**src/rtl/timer_arbiter.sv**
```systemverilog
// Round-robin scheduler that time-shares one N-bit up-counter among NREQ requesters.
// The winner's interval runs to len cycles, with pause holding the count, and then pulses done.
module timer_arbiter #(
    parameter int unsigned NREQ = 4,
    parameter int unsigned N    = 8
) (
    input  logic                clk,
    input  logic                rst,
    input  logic [NREQ-1:0]     req,
    input  logic [NREQ*N-1:0]   len,
    input  logic                pause,
    output logic [NREQ-1:0]     gnt,
    output logic                busy,
    output logic [NREQ-1:0]     done,
    output logic [N-1:0]        count
);

    localparam int unsigned IW = (NREQ > 1) ? $clog2(NREQ) : 1;

    localparam logic [0:0] S_IDLE = 1'b0;
    localparam logic [0:0] S_RUN  = 1'b1;

    logic [0:0]      state_q, state_d;
    logic [NREQ-1:0] gnt_q,   gnt_d;
    logic [IW-1:0]   own_q,   own_d;
    logic [IW-1:0]   ptr_q,   ptr_d;
    logic [N-1:0]    len_q,   len_d;
    logic [N-1:0]    count_q, count_d;

    logic            found;
    logic [IW-1:0]   pick;
    logic [IW-1:0]   cand;
    logic            last;

    // (base + off) mod NREQ, valid for off < NREQ
    function automatic logic [IW-1:0] wrap_idx(input logic [IW-1:0] base, input int unsigned off);
        int unsigned s;
        s = 32'(base) + off;
        if (s >= NREQ) begin
            s = s - NREQ;
        end
        return IW'(s);
    endfunction

    // First pending requester at or after the pointer, wrapping upward
    always_comb begin
        found = 1'b0;
        pick  = '0;
        cand  = '0;
        for (int unsigned i = 0; i < NREQ; i++) begin
            cand = wrap_idx(ptr_q, i);
            if (!found && req[cand]) begin
                found = 1'b1;
                pick  = cand;
            end
        end
    end

    // Modulo compare makes len=0 run the full 2^N cycles
    assign last = (count_q == len_q - N'(1));

    always_comb begin
        state_d = state_q;
        gnt_d   = gnt_q;
        own_d   = own_q;
        ptr_d   = ptr_q;
        len_d   = len_q;
        count_d = count_q;
        done    = '0;

        case (state_q)
            S_IDLE: begin
                if (found) begin
                    state_d = S_RUN;
                    own_d   = pick;
                    gnt_d   = NREQ'(1) << pick;
                    len_d   = len[32'(pick)*N +: N];
                    count_d = '0;
                    ptr_d   = wrap_idx(pick, 1);
                end
            end
            S_RUN: begin
                if (!req[own_q]) begin
                    state_d = S_IDLE;
                    gnt_d   = '0;
                    count_d = '0;
                end else if (pause) begin
                    state_d = S_RUN;
                end else if (last) begin
                    done    = rst ? '0 : gnt_q;
                    state_d = S_IDLE;
                    gnt_d   = '0;
                    count_d = '0;
                end else begin
                    count_d = count_q + N'(1);
                end
            end
            default: begin
                state_d = S_IDLE;
                gnt_d   = '0;
                count_d = '0;
            end
        endcase
    end

    always_ff @(posedge clk) begin
        if (rst) begin
            state_q <= S_IDLE;
            gnt_q   <= '0;
            own_q   <= '0;
            ptr_q   <= '0;
            len_q   <= '0;
            count_q <= '0;
        end else begin
            state_q <= state_d;
            gnt_q   <= gnt_d;
            own_q   <= own_d;
            ptr_q   <= ptr_d;
            len_q   <= len_d;
            count_q <= count_d;
        end
    end

    assign gnt   = gnt_q;
    assign busy  = (state_q == S_RUN);
    assign count = count_q;

endmodule

```
**config.mk**
```make
export PLATFORM = sky130hd
export DESIGN_NAME = timer_arbiter
export DESIGN_NICKNAME = d
export VERILOG_FILES = /design/src/rtl/timer_arbiter.sv
export SDC_FILE = /design/constraint.sdc
export NUM_CORES = 1
export LEC_CHECK = 0
export CORE_ASPECT_RATIO = 0.7
export CORE_MARGIN = 5
export CORE_UTILIZATION = 45
export CTS_BUF_LIST = sky130_fd_sc_hd__clkbuf_4 sky130_fd_sc_hd__clkbuf_8 sky130_fd_sc_hd__clkbuf_16
export DETAILED_ROUTE_END_ITERATION = 12
export GPL_ROUTABILITY_DRIVEN = 0
export MAX_ROUTING_LAYER = met4
export PLACE_DENSITY = 0.8
export SETUP_SLACK_MARGIN = 0.15
export SYNTH_ARGS = -nofsm -noshare
export SYNTH_HDL_FRONTEND = slang
export SYNTH_SLANG_ARGS = --single-unit
```
**constraint.sdc**
```tcl
create_clock -name clk -period 3.02 [get_ports clk]
set_clock_uncertainty 0.15 [all_clocks]
set_input_delay 0.453 -clock clk [delete_from_list [all_inputs] [get_ports clk]]
set_output_delay 0.453 -clock clk [all_outputs]
set_load 0.01 [all_outputs]
```
[Word level (Yosys, flattened, before mapping)]
Index checks and enable logic that the tools add are counted.
Operators by class
  add/sub/neg operators: 11
  multipliers: 0
  divide/modulo/power cells: 0
  $lt $le $gt $ge: 10
  equal/unequal tests: 4
  shift-type cells: 2
  muxes and demuxes: 43
  bitwise gates (word level): 1
  reduce and logical (&&, ||, !) cells: 9
Operator list (count)
  $mux 4: 9
  $mux 8: 4
  $shiftx 32x6->8: 1
  $mux 2: 9
  $pmux 8 s2: 1
  $lt 2x3->1 const B: 5
  $mux 1: 13
  $ge 3x3->1 const B: 4
  $bmux 1 s2: 5
  $sub 2x1->2 const B: 5
  $add 8x1->8 const B: 1
  $eq 8x8->1: 1
  $pmux 4 s2: 1
  $sub 8x1->8 const B: 1
  $add 2x1->3 const B: 2
  $add 2x2->3 const B: 2
  $ne 3x3->1 const B: 2
  $reduce_and 2->1: 2
  $shl 1x2->4 const A: 1
  $ge 2x3->1 const B: 1
  $logic_and 1x1->1: 3
  $logic_not 1->1: 3
  $reduce_and 3->1: 1
  $ne 2x2->1 const B: 1
  other kinds (2): 2
Storage, ports and cells
  register bits after elaboration: 25
  latch bits: 0
  RAM bits: 0
  ROM bits: 0
  input bits: 39
  logic and storage cells: 86
  memories: 0

[Logic depth before layout (Yosys ltp)]
  depth in word-level cells: 17
  mapped depth: 8
  depth with buffers taken out: 7

[Worst setup path before layout]
Ideal clock, no wire load.
  path type: reg2out
  start: reg len_q[0]
  end: out done[1]
  arrival: 2.052 ns
  data required time: 2.417 ns
  slack: 0.365 ns
  cell stages (with the launch flop): 9
  path buffers: 1
  cell sequence: dfxtp_1 inv_1 ha_1 nor2b_1 or3_1 a31o_1 a211oi_2 buf_4 and4b_1
Between the ends
  word-level cells in the longest chain between the ends: 6
RTL lines
  start, declared: RTL line 27  | logic [N-1:0] len_q, len_d;
  start signal, assigned: RTL line 119  | len_q <= len_d;
  $sub 8x1->8: RTL line 60  | assign last = (count_q == len_q - N'(1));
  $eq 8x8->1: RTL line 60
  $mux 4: RTL line 89  | end else if (last) begin
  $mux 4: RTL line 87  | end else if (pause) begin
  $mux 4: RTL line 83  | if (!req[own_q]) begin
  $mux 4: RTL line 71  | case (state_q)
  end, declared: RTL line 14  | output logic [NREQ-1:0] done,
No other way between the ends.

[Final worst setup path]
Same ends and word-level chain as after synthesis.

==> metrics <==
status=finished, final reports clean; CP peak stage delay=a little under 400 ps; Slew HR=between 50% and 60%; Most used DFF post-synth=dfxtp_1; Total GRT Usage=a little under a fifth; min cycle time layout=2800 ps; crit start category=register; sequential area share after synthesis=between 20% and 30%; RSZ-0062 raised after global routing=false; fin. max-slew vios=0; EDFF count, synth=0; Clock power frac=between 15 and 20%; Synth Area in Simple Gates=22.3%; Mapped Area=0.00171 mm²; vias in the first global route=1702; crit-path leading delay family=compound AO/OA/AOI/OAI gates; total power=approximately 0.0012 W; CTS Sinks=25; PortBufs=55; Reg clk slew, reported paths=approximately 90 ps; Synth Net Count=244; Non-Filler Instances=around 320; cell count after synthesis=199; Worst Min Path Start=own_q[1]; first-pass GRT wire length=7.77 mm; final worst slack=between 200 and 250 ps; crit-path cells=inv_1 > ha_4 > o21bai_2 > a2111oi_4 > a311oi_2 > a211oi_2 > buf_4 > and4b_1 > buf_2; main combinational cell family by area after synthesis=simple AND/OR/NAND/NOR gates; Switching Share=35.5%; NetSw=0.000417 W; Die H=61.5 µm; worst skew pair latency=around 270 ps; kind of critical path=register to primary output; power density over the cells=~470 mW/mm²; # DRC=0; Worst-Margin Slew=607 ps; Post-Route WL=4.74 mm; Int Pwr=0.000759 W; post-placement cell count=308; Max Cap Violations=0; number of CTS-inserted buffers=3; Critical Path End Type=primary output; WL/cell=14.8 µm; Diodes inserted=0; mux contribution to synthesized area=10.7%; Via density=5.56; core outline area=roughly 0.0036 mm²; CTS tree=built; Mapped Avg Cell Area=8.57 µm²; total global routing overflow=0; die width=about 84 µm; Yosys cell types=46; XOR/XNOR share of the synthesized area=under 10%; Crit path buffers/inverters=3; Lkg Pwr=0.991 nW; # IOs=56; area growth from synthesis to layout=47.0%; 1st-pass router iterations=4; Max rail drop VDD=296 µV; Nets=315; Row Count=18; power share of the sequential group=36.4%; largest net degree at the start of global routing=19; number of H-tree levels=1; CP Data Required Time=~2400 ps; crit path max fanout=6; starting density of the core=47.6%; Finish-stage setup viols=0; Reg2Reg Launch Point=len_q[0]; synth warn=0; fin util=70.0%; Clock Tree Root=clkbuf_8; Hold Path Class=register to register; final hold viol count=0; Synth Area in Adders=4.40%; Synth Register Bits=25; Final Cycle Share=a little over 90%; via count=1775; Comb pwr share=46.0%; clk buf depth=2; ANT nets after route=0; Arr. time, crit path=2200 ps; Max Fclk=357 MHz; DIE AREA=slightly above 0.005 mm²; Place WS=-83.4 ps; Worst Setup SP=len_q[0]; post-DP HPWL=3.63 mm; CP max-delay cell=a2111oi_4; drt first-iter violations=146; Synth async-reset ratio=0%; initial antenna violation count=0; post-synthesis compound-gate area fraction=between 20 and 25%; share of cells above drive strength 1=16.4%
stage by stage:
step	hold WS, ps	instance area [µm²]	TNS [ps]
after floorplan	291	1710	0
after global placement	312	2380	0
after detailed placement	333	2380	-284
after CTS	348	2470	0
after global routing	376	2510	0
final	344	2510	0
metal layers:
metal	track usage, %	vias up	part of all wire (%)
met1	25.0	801	48
met2	31.5	84	43
met4	3.21	0	0.17
met3	3.88	2	8.7
li1	-	888	-
met5	-	-	0
what timing repair did:
action,CTS,global route
setup endpoints to repair,4,4
pin swaps,5,4
hold buffers,0,0
gates resized for setup,21,4
buffers inserted,3,4
power groups by stage:
stage	Clock, W	Sequential (W)	Combinational (W)
6_report	0.000207	0.000428	0.000542
5_1_grt	0.000223	0.000436	0.000585
4_1_cts	0.000208	0.000424	0.000491
3_5_place_dp	0	0.000426	0.000447
3_3_place_gp	0	0.000427	0.000437
2_1_floorplan	0	0.000422	0.000283
tightest hold or removal path: stages (launching register included):
cell and delay [ps]:
dfxtp_1 340, nand2_1 60, a21oi_1 60
sequential cells by signal, indices dropped and copies added, names as in the netlist:
register and cells:
busy 1, count 8, len_q 8, gnt 4, ptr_q 2, own_q 2
worst paths after layout:
| path | cells past startpoint | slack, ps | to |
|---|---|---|---|
| hold reg to reg | 2 | 340 | own_q[1] |
| setup reg to reg | 9 | 650 | count[5] |
| hold / removal | 2 | 340 | own_q[1] |
| setup / recovery | 9 | 220 | done[1] |
cell families (layout without fill, tap and decap cells):
| kind of cell | after synthesis | in the layout |
|---|---|---|
| AO/OA/AOI/OAI | 52 | 52 |
| XOR/XNOR | 13 | 13 |
| adder cells (fa/ha/maj) | 6 | 6 |
| AND/OR/NAND/NOR | 66 | 66 |
| buffers and inverters | 20 | 90 |
| flip-flops | 25 | 25 |
| multiplexers | 17 | 17 |
layout make-up:
| cell class | count | area [µm²] |
|---|---|---|
| Clock buffer | 3 | 41.3 |
| Clock inverter | 1 | 5.00 |
| Fill cell | 278 | 1070 |
| Inverter | 10 | 37.5 |
| Multi-Input combinational cell | 154 | 1170 |
| Sequential cell | 25 | 503 |
| Tap cell | 50 | 62.6 |
| Timing Repair Buffer | 76 | 688 |
synthesized netlist by cell type (all sizes together) (5+ instances only):
cell	count	area, µm²
nand3b	9	67.6
buf	5	25.0
inv	10	37.5
o221ai	10	87.6
dfxtp	25	500
nor2	12	47.6
ha	6	75.1
o21ai	9	45.0
a211oi	5	47.5
mux2i	16	160
a22oi	5	42.5
nand2	14	52.6
clkbuf	5	18.8
a21oi	13	65.1
xor2	10	87.6
cells in the final DEF, fill, tap and decap left out, types with 2 or more instances in the layout:
cell type	instances
a21oi_1	12
dfxtp_1	23
and4b_1	4
a22oi_1	4
xnor2_1	3
a211oi_1	3
ha_1	5
and3_1	3
clkbuf_8	3
inv_1	9
or3_1	3
a31oi_1	2
nand3b_1	9
dfxtp_2	2
mux2i_1	16
and2_1	2
o21ai_0	3
clkdlybuf4s50_1	51
nand2b_1	2
xor2_1	10
buf_2	4
a211oi_2	2
buf_4	21
nand2_1	14
nand4_1	4
nor3_1	3
o221ai_1	10
o21ai_1	6
nor2_1	11
nand3_1	3
nor2b_1	2
Note: power is estimated with default switching activity, not from simulation.
